$ cat src/rtl/tart_vis_fetcher.sv
`timescale 1ns/1ps
`default_nettype none
// ============================================================================
// Module   : tart_vis_fetcher
// Brief    : Visibilities prefetcher. After each correlator bank swap it copies
//            COUNT blocks x BSIZE words over a Wishbone B4 classic master port
//            into a local SRAM. Supports pending-bank counting, overwrite mode,
//            retry/error handling and an XOR or additive checksum.
// Revision : 1.0 - initial release
// ============================================================================
module tart_vis_fetcher #(
   parameter int COUNT  = 24,
   parameter int CBITS  = 5,
   parameter int BSIZE  = 24,
   parameter int BBITS  = 5,
   parameter int WIDTH  = 32,
   parameter int PBITS  = 3,
   parameter int CSUM   = 0,
   parameter int MAXRTY = 3
) (
   input  logic                   clk_i,
   input  logic                   rst_i,
   output logic                   cyc_o,
   output logic                   stb_o,
   output logic                   we_o,
   input  logic                   ack_i,
   input  logic                   wat_i,
   input  logic                   rty_i,
   input  logic                   err_i,
   output logic [CBITS+BBITS-1:0] adr_o,
   output logic [WIDTH/8-1:0]     sel_o,
   input  logic [WIDTH-1:0]       dat_i,
   output logic                   sram_ce_o,
   output logic                   sram_we_o,
   output logic [CBITS+BBITS-1:0] sram_ad_o,
   output logic [WIDTH/8-1:0]     sram_be_o,
   output logic [WIDTH-1:0]       sram_di_o,
   input  logic                   switch_i,
   input  logic                   streamed_i,
   input  logic                   overwrite_i,
   output logic                   available_o,
   output logic [PBITS-1:0]       pending_o,
   output logic [WIDTH-1:0]       checksum_o,
   output logic                   overflow_o,
   output logic                   error_o
);

   localparam int BYTES = WIDTH / 8;
   localparam int RBITS = $clog2(MAXRTY + 2);
   localparam logic [PBITS-1:0] c_PMAX  = '1;
   localparam logic [BBITS-1:0] c_WLAST = BBITS'(BSIZE - 1);
   localparam logic [CBITS-1:0] c_BLAST = CBITS'(COUNT - 1);
   localparam logic [RBITS-1:0] c_RMAX  = RBITS'(MAXRTY);

   typedef enum logic [2:0] {
      ST_IDLE  = 3'd0,
      ST_FETCH = 3'd1,
      ST_STORE = 3'd2,
      ST_READY = 3'd3,
      ST_ERROR = 3'd4
   } state_t;

   state_t             r_state;
   state_t             w_next;
   logic [CBITS-1:0]   r_blk;
   logic [BBITS-1:0]   r_word;
   logic [WIDTH-1:0]   r_data;
   logic [WIDTH-1:0]   r_csum;
   logic [WIDTH-1:0]   w_csum_nxt;
   logic [PBITS-1:0]   r_pend;
   logic [RBITS-1:0]   r_rty;
   logic               r_empty;
   logic               r_ovf;
   logic               r_err;
   logic               w_start;
   logic               w_last;
   logic               w_fetch;
   logic               w_store;

   // A new window may begin from IDLE when the SRAM is free (or may be
   // overwritten), or straight out of READY when overwrite is allowed.
   assign w_start = (r_pend != '0) &&
                    (((r_state == ST_IDLE) && (r_empty || overwrite_i)) ||
                     ((r_state == ST_READY) && overwrite_i));
   assign w_last  = (r_blk == c_BLAST) && (r_word == c_WLAST);

   generate
      if (CSUM != 0) begin : g_csum_add
         assign w_csum_nxt = r_csum + r_data;
      end else begin : g_csum_xor
         assign w_csum_nxt = r_csum ^ r_data;
      end
   endgenerate

   // State register; reset drops straight back to IDLE, even mid-transfer.
   always_ff @(posedge clk_i or posedge rst_i) begin
      if (rst_i) r_state <= ST_IDLE;
      else       r_state <= w_next;
   end

   // Next-state decode and bus/SRAM strobes. While the slave signals wait
   // no termination is taken and the strobe simply stays up.
   always_comb begin
      w_next      = r_state;
      w_fetch     = 1'b0;
      w_store     = 1'b0;
      available_o = 1'b0;
      case (r_state)
         ST_IDLE: begin
            if (w_start) w_next = ST_FETCH;
         end
         ST_FETCH: begin
            w_fetch = 1'b1;
            if (!wat_i) begin
               if (ack_i)           w_next = ST_STORE;
               else if (rty_i) begin
                  if (r_rty == c_RMAX) w_next = ST_ERROR;
               end
               else if (err_i)      w_next = ST_ERROR;
            end
         end
         ST_STORE: begin
            w_store = 1'b1;
            w_next  = w_last ? ST_READY : ST_FETCH;
         end
         ST_READY: begin
            available_o = 1'b1;
            if (w_start)         w_next = ST_FETCH;
            else if (streamed_i) w_next = ST_IDLE;
         end
         ST_ERROR: w_next = ST_IDLE;
         default:  w_next = ST_IDLE;
      endcase
   end

   assign cyc_o      = w_fetch;
   assign stb_o      = w_fetch;
   assign we_o       = 1'b0;
   assign sel_o      = {BYTES{w_fetch}};
   assign adr_o      = {r_blk, r_word};
   assign sram_ce_o  = w_store;
   assign sram_we_o  = w_store;
   assign sram_be_o  = {BYTES{w_store}};
   assign sram_ad_o  = {r_blk, r_word};
   assign sram_di_o  = r_data;
   assign pending_o  = r_pend;
   assign checksum_o = r_csum;
   assign overflow_o = r_ovf;
   assign error_o    = r_err;

   // Pending-bank counter: a swap and a start together cancel; saturates with a sticky overflow.
   always_ff @(posedge clk_i or posedge rst_i) begin
      if (rst_i) begin
         r_pend <= '0;
         r_ovf  <= 1'b0;
      end else if (switch_i && !w_start) begin
         if (r_pend == c_PMAX) r_ovf  <= 1'b1;
         else                  r_pend <= r_pend + 1'b1;
      end else if (!switch_i && w_start) begin
         r_pend <= r_pend - 1'b1;
      end
   end

   // SRAM window occupancy: cleared by a start, set once the window is read out or discarded.
   always_ff @(posedge clk_i or posedge rst_i) begin
      if (rst_i)                     r_empty <= 1'b1;
      else if (w_start)              r_empty <= 1'b0;
      else if (r_state == ST_ERROR)  r_empty <= 1'b1;
      else if (streamed_i)           r_empty <= 1'b1;
   end

   // Transfer datapath: address walk, word latch, checksum, retry count and sticky error.
   always_ff @(posedge clk_i or posedge rst_i) begin
      if (rst_i) begin
         r_blk  <= '0;
         r_word <= '0;
         r_data <= '0;
         r_csum <= '0;
         r_rty  <= '0;
         r_err  <= 1'b0;
      end else if (w_start) begin
         r_blk  <= '0;
         r_word <= '0;
         r_csum <= '0;
         r_rty  <= '0;
      end else begin
         case (r_state)
            ST_FETCH: begin
               if (!wat_i) begin
                  if (ack_i)      r_data <= dat_i;
                  else if (rty_i) r_rty  <= r_rty + 1'b1;
               end
            end
            ST_STORE: begin
               r_csum <= w_csum_nxt;
               r_rty  <= '0;
               if (r_word == c_WLAST) begin
                  r_word <= '0;
                  r_blk  <= r_blk + 1'b1;
               end else begin
                  r_word <= r_word + 1'b1;
               end
            end
            ST_ERROR: r_err <= 1'b1;
            default: ;
         endcase
      end
   end

endmodule
`default_nettype wire

$ cat config.mk
export PLATFORM = sky130hd
export DESIGN_NAME = tart_vis_fetcher
export DESIGN_NICKNAME = d
export VERILOG_FILES = /design/src/rtl/tart_vis_fetcher.sv
export SDC_FILE = /design/constraint.sdc
export NUM_CORES = 1
export LEC_CHECK = 0
export BUFFER_PORTS_ARGS = -buffer_cell sky130_fd_sc_hd__buf_2
export CORE_UTILIZATION = 50
export CTS_CLUSTER_DIAMETER = 100
export DETAILED_ROUTE_END_ITERATION = 8
export GPL_TIMING_DRIVEN = 0
export PLACE_DENSITY = 0.8
export RECOVER_POWER = 100
export SYNTH_ARGS = -nofsm -noshare
export SYNTH_HDL_FRONTEND = slang
export SYNTH_SLANG_ARGS = --single-unit
$ cat constraint.sdc
create_clock -name clk_i -period 3.6 [get_ports clk_i]
set_input_delay 1.08 -clock clk_i [delete_from_list [all_inputs] [get_ports clk_i]]
set_output_delay 1.08 -clock clk_i [all_outputs]
set_load 0.05 [all_outputs]
# == After elaboration in Yosys (flattened, before gate mapping) ==
# Cells that the tools add are included.
# op_classes
bitwise,3
reduce_logical,24
addsub,5
muxes,32
n_eq_ne,17
# ops
cell,n
$mux 32,2
$mux 3,15
$xor 32x32->32,1
$mux 5,6
$ne 3x3->1 const B,4
$pmux 3 s4,1
$add 5x1->5 const B,2
$eq 5x5->1 const B,2
$eq 3x2->1 const B,3
$reduce_bool 3->1,3
$ne 4x4->1 const B,2
$reduce_and 2->1,4
$reduce_and 4->1,2
$add 3x1->3 const B,2
$eq 3x3->1 const B,2
$logic_and 1x1->1,6
$mux 1,6
$ne 2x2->1 const B,3
$pmux 3 s2,1
$reduce_bool 2->1,3
$reduce_and 5->1,1
$eq 3x1->1 const B,1
$logic_not 3->1,1
$sub 3x1->3 const B,1
other kinds (4),7
# word_totals
wordCells,91
inputBits,41
regBits,86

# == Logic depth before layout (Yosys ltp) ==
# logic_depth
word_depth,8
mapped_depth,11
mapped_depth_nobuf,9

# == Worst setup path before layout ==
# Ideal clock, no wire load.
# synth_timing
path_kind,input to register
start,input overwrite_i
end,"register r_pend[1], in the netlist pending_o[1]"
setup_time_ns,0.124
arrival_time_ns,2.828
setup_slack_ns,0.648
cell_stages,9
n_path_buf,1
required_time_ns,3.476
cell_sequence,nor2_1 > o31ai_2 > and3_1 > buf_2 > nand2b_1 > fa_1 > a31oi_1 > o21ai_1 > a211o_1
# synth_between
elab_chain_cells,8
elab_cells_between_ends,12
classes_between,eq/ne: 1; mux: 1; reduce/logical: 10
# synth_lines
element,line,rtl
from (decl),40,"input logic overwrite_i,"
$logic_or 1x1->1,83,(((r_state == ST_IDLE) && (r_empty || overwrite_i)) ||
$logic_and 1x1->1,83,
$logic_or 1x1->1 (*),83,
$logic_and 1x1->1 (*),82,assign w_start = (r_pend != '0) &&
$logic_not 1->1,156,end else if (switch_i && !w_start) begin
$logic_and 1x1->1,156,
$ne 2x2->1 (no source line) / $reduce_bool 2->1 (equally long branches),--,
$reduce_and 2->1 (no source line),--,
to (signal assigned),158,else r_pend <= r_pend + 1'b1;
to (signal assigned),160,r_pend <= r_pend - 1'b1;
to (decl),70,logic [PBITS-1:0] r_pend;
# Mark *: on every way between the ends. The rest lies on a longest branch, timed or not.
# A chain may end at the register's enable or synchronous reset.

# == Worst setup path in the final report ==
# layout_timing
start,register r_state[2]
end,output sram_be_o[0]
# layout_between
elab_chain_cells,2
# layout_lines
element,line,rtl
from (decl),63,state_t r_state;
from (signal assigned),98,else r_state <= w_next;
$eq 3x2->1,108,case (r_state)
$mux 1,108,
to (decl),36,"output logic [WIDTH/8-1:0] sram_be_o,"
# Every way passes these cells.

==> results by group <==
Synth
  – Largest family of logic cells by synthesized area: simple AND/OR/NAND/NOR gates
  – Mapped Avg Cell Area: ~11 um2
  – Adder-Cell Fraction of Synth Area: 0.0171
  – Yosys warnings: 0
  – Synth Net Count: 420
  – Mux share of post-synthesis cell area: 0.0977
  – Synth async-reset ratio: 1.00
  – Compound-Gate Fraction of Synth Area: 0.0626
  – Top FF cell, synth: dfrtp_1
  – Unique masters post-synth: 51
  – Syn Inst Count: between 300 and 400
  – Seq/Total Area, Yosys: 0.525
  – XOR/XNOR Fraction of Synth Area: 0.0812
  – Mapped Area: 0.00410 mm2
  – Post-synth EDFFs: 0
  – Simple-gate share of the synthesized area: 0.137
  – Register bit count reported by yosys: 86

Clock tree
  – CTS root buf: clkbuf_8
  – Worst skew pair latency: roughly 0.34 ns
  – Post CTS Setup Buffer Count: 0
  – Hold Buf Count CTS: 0
  – Sink Count: 86
  – Clock slew at reported path FFs: approximately 0.09 ns
  – CTS tree: done
  – Bufs on Longest Clock Path: 2
  – Num CTS Buffers: 9
  – PostCTS Resize Cnt: 0
  – H-Tree Level Count: 3

Timing
  – Final slew viol count: 38
  – Hold Violations, Final: 0
  – Max-slew headroom: -0.144
  – Fin crit share: 0.899
  – Setup_tns: 0 ns
  – Clock period minus worst slack: 3.24 ns
  – Final setup vio count: 0
  – Clock Skew: 0.0104 ns
  – Least-Margin Pin Slew: 1.71 ns
  – Final hold slack: 0.485 ns
  – Fmax: between 300 and 400 MHz
  – RSZ-0062 raised after global routing: false

Run status
  – Status: finished, violations left
  – Violated checks: max-capacitance violations, max-slew violations

Critical path
  – Crit path DAT: 2.16 ns
  – Critical path required time: 2.52 ns
  – Crit path largest cell delay: 0.43 ns
  – Critical path's slowest cell: dfrtp_1
  – Worst-path maximum fanout: 15
  – Nature of the critical path startpoint: flip-flop
  – Setup CP Type: flip-flop to output pin
  – Crit path cell chain: inv_2, nand3b_2, inv_1, buf_2, buf_4, clkbuf_2
  – Crit. End Element: output pin

Finish
  – FF+latch area: 0.00215 mm2
  – Ant diodes: 0
  – Area Growth Syn to Fin: 22.4%
  – Fin area: 0.00502 mm2
  – Nets: 573
  – Share of cells above drive strength 1: 0.182
  – Filler instances: 688
  – Util after Layout: 0.642
  – Multi-input logic area: between 0.0015 and 0.002 mm2

Routing
  – Drt first pass iters: 4
  – DRC viols: 0
  – DRT Wirelength: 9040 um
  – Vias: 3,219
  – Avg WL per Cell: 14.3 um
  – DR vias/cell: between 5 and 6
  – Routed Antenna Nets: 0
  – Initial drt markers: 92

Global route
  – Vias in the first global route: 3,205
  – Global-route wire length before repair: 15,100 um
  – Total track usage: 0.224
  – Grt ovf: 0
  – Initial antenna violation count: 0
  – Largest net degree at the start of global routing: 50

Floorplan
  – DIE AREA: 0.00856 mm2
  – Floorplan die width: 92.5 um
  – Core region area: 0.00781 mm2
  – Row cnt: 32
  – Starting Density: 0.525
  – Die Y: 92.5 um
  – I/O Pins: 144

Placement
  – Gp weighted congestion: 0.858
  – Area after DPL: around 0.005 mm2
  – # port buffers: 141
  – DPL Wire Length: 6450 um

Job
  – Max-cap violations: 1

Hold path
  – Hold crit path type: flip-flop to flip-flop
==> logic make-up (layout without fill, tap and decap cells) <==
| family | after synthesis | count (layout) |
|---|---|---|
| mux | 36 | 36 |
| xor+xnor | 38 | 38 |
| fa+ha+maj | 5 | 5 |
| other cells | 1 | 1 |
| flops | 86 | 86 |
| compound gates | 34 | 34 |
| simple gates | 124 | 124 |
| buf+inv | 50 | 208 |
==> worst max-delay path: cells and delay by family, from the launching register on <==
| kind | cells | cell delay [ns] |
|---|---|---|
| buffers and inverters | 5 | 1.23 |
| flip-flops | 1 | 0.43 |
| AND/OR/NAND/NOR | 1 | 0.15 |
==> cell type report <==
type                       instances  share of cell area
inverter                          10             0.00773
clock buffer                      12              0.0329
timing repair buffer             142               0.121
tap                              102              0.0254
sequential                        86               0.429
buffer                            40              0.0491
clock inverter                     4              0.0152
multi-input combinational        238               0.319
==> through the flow <==
step                      worst slack [ns]  std cells
after floorplan                      0.300        374
after global placement              -0.625        617
after detailed placement             0.267        618
after CTS                            0.459        634
after global routing                 0.241        634
final                                0.364        634
==> worst paths after layout <==
check / from / depth (start not counted) / slack, ns / end
setup / recovery: r_state[2]$_DFFE_PP0P_ / 6 / 0.36 / sram_be_o[0]
hold reg to reg: error_o$_DFFE_PP0P_ / 1 / 0.49 / error_o$_DFFE_PP0P_
max in group asynchronous: rst_i / 3 / 1.55 / r_empty$_DFFE_PP1P_
setup reg to reg: r_empty$_DFFE_PP1P_ / 9 / 0.76 / pending_o[1]$_DFFE_PP0P_
min in group asynchronous: rst_i / 2 / 1.14 / sram_di_o[18]$_DFFE_PP0P_
hold / removal: error_o$_DFFE_PP0P_ / 1 / 0.49 / error_o$_DFFE_PP0P_
==> cells in the final DEF, fill, tap and decap left out, types with 3 or more instances in the layout <==
master    instances
buf_4            23
mux2_1           32
nand4_1           5
dfrtp_1          85
nor3_1            3
clkbuf_1        108
o31ai_1           3
nand2_1          41
nor2_1           53
a211oi_1          3
clkbuf_2          4
xor2_1           37
clkbuf_8         12
buf_2            46
inv_1             8
o21ai_0           4
nand3_1           9
a21oi_1           8
mux2i_1           4
ha_1              4
==> sequential cells by signal, summed over array words and instances, names as in the netlist <==
signal / cells
checksum_o: 32
error_o: 1
overflow_o: 1
pending_o: 3
r_blk: 5
r_empty: 1
r_rty: 3
r_state: 3
r_word: 5
sram_di_o: 32
==> routing by layer <==
layer	up-vias	track usage	routed length [um]
met5	-	0	0
met2	120	0.367	4230
met3	15	0.0345	463
li1	1530	-	-
met4	0	0.0807	124
met1	1554	0.301	4220
==> cell usage after synthesis, types with 2 or more instances <==
cell type | n | area, um2
o2bb2ai_1 | 2 | 17.5
o31ai_1 | 2 | 15.0
inv_2 | 2 | 7.51
ha_1 | 4 | 50.1
nand4_1 | 5 | 31.3
nand2_1 | 40 | 150
mux2_1 | 32 | 360
nor3b_1 | 2 | 15.0
nor3_1 | 3 | 15.0
dfrtp_1 | 85 | 2130
a21o_1 | 2 | 15.0
o31a_1 | 2 | 17.5
buf_4 | 23 | 173
a21oi_1 | 8 | 40.0
o21ai_1 | 3 | 15.0
clkbuf_1 | 2 | 7.51
xor2_1 | 37 | 324
nand3_1 | 9 | 45.0
inv_1 | 8 | 30.0
and3_1 | 2 | 12.5
nor2_1 | 53 | 199
a211oi_1 | 2 | 15.0
buf_6 | 4 | 45.0
mux2i_1 | 4 | 40.0
o41ai_1 | 2 | 17.5
buf_2 | 11 | 55.1
Power is left out: the tool's default activity adds up to more than one toggle a clock period on the data nets, which glitch-free logic cannot reach.
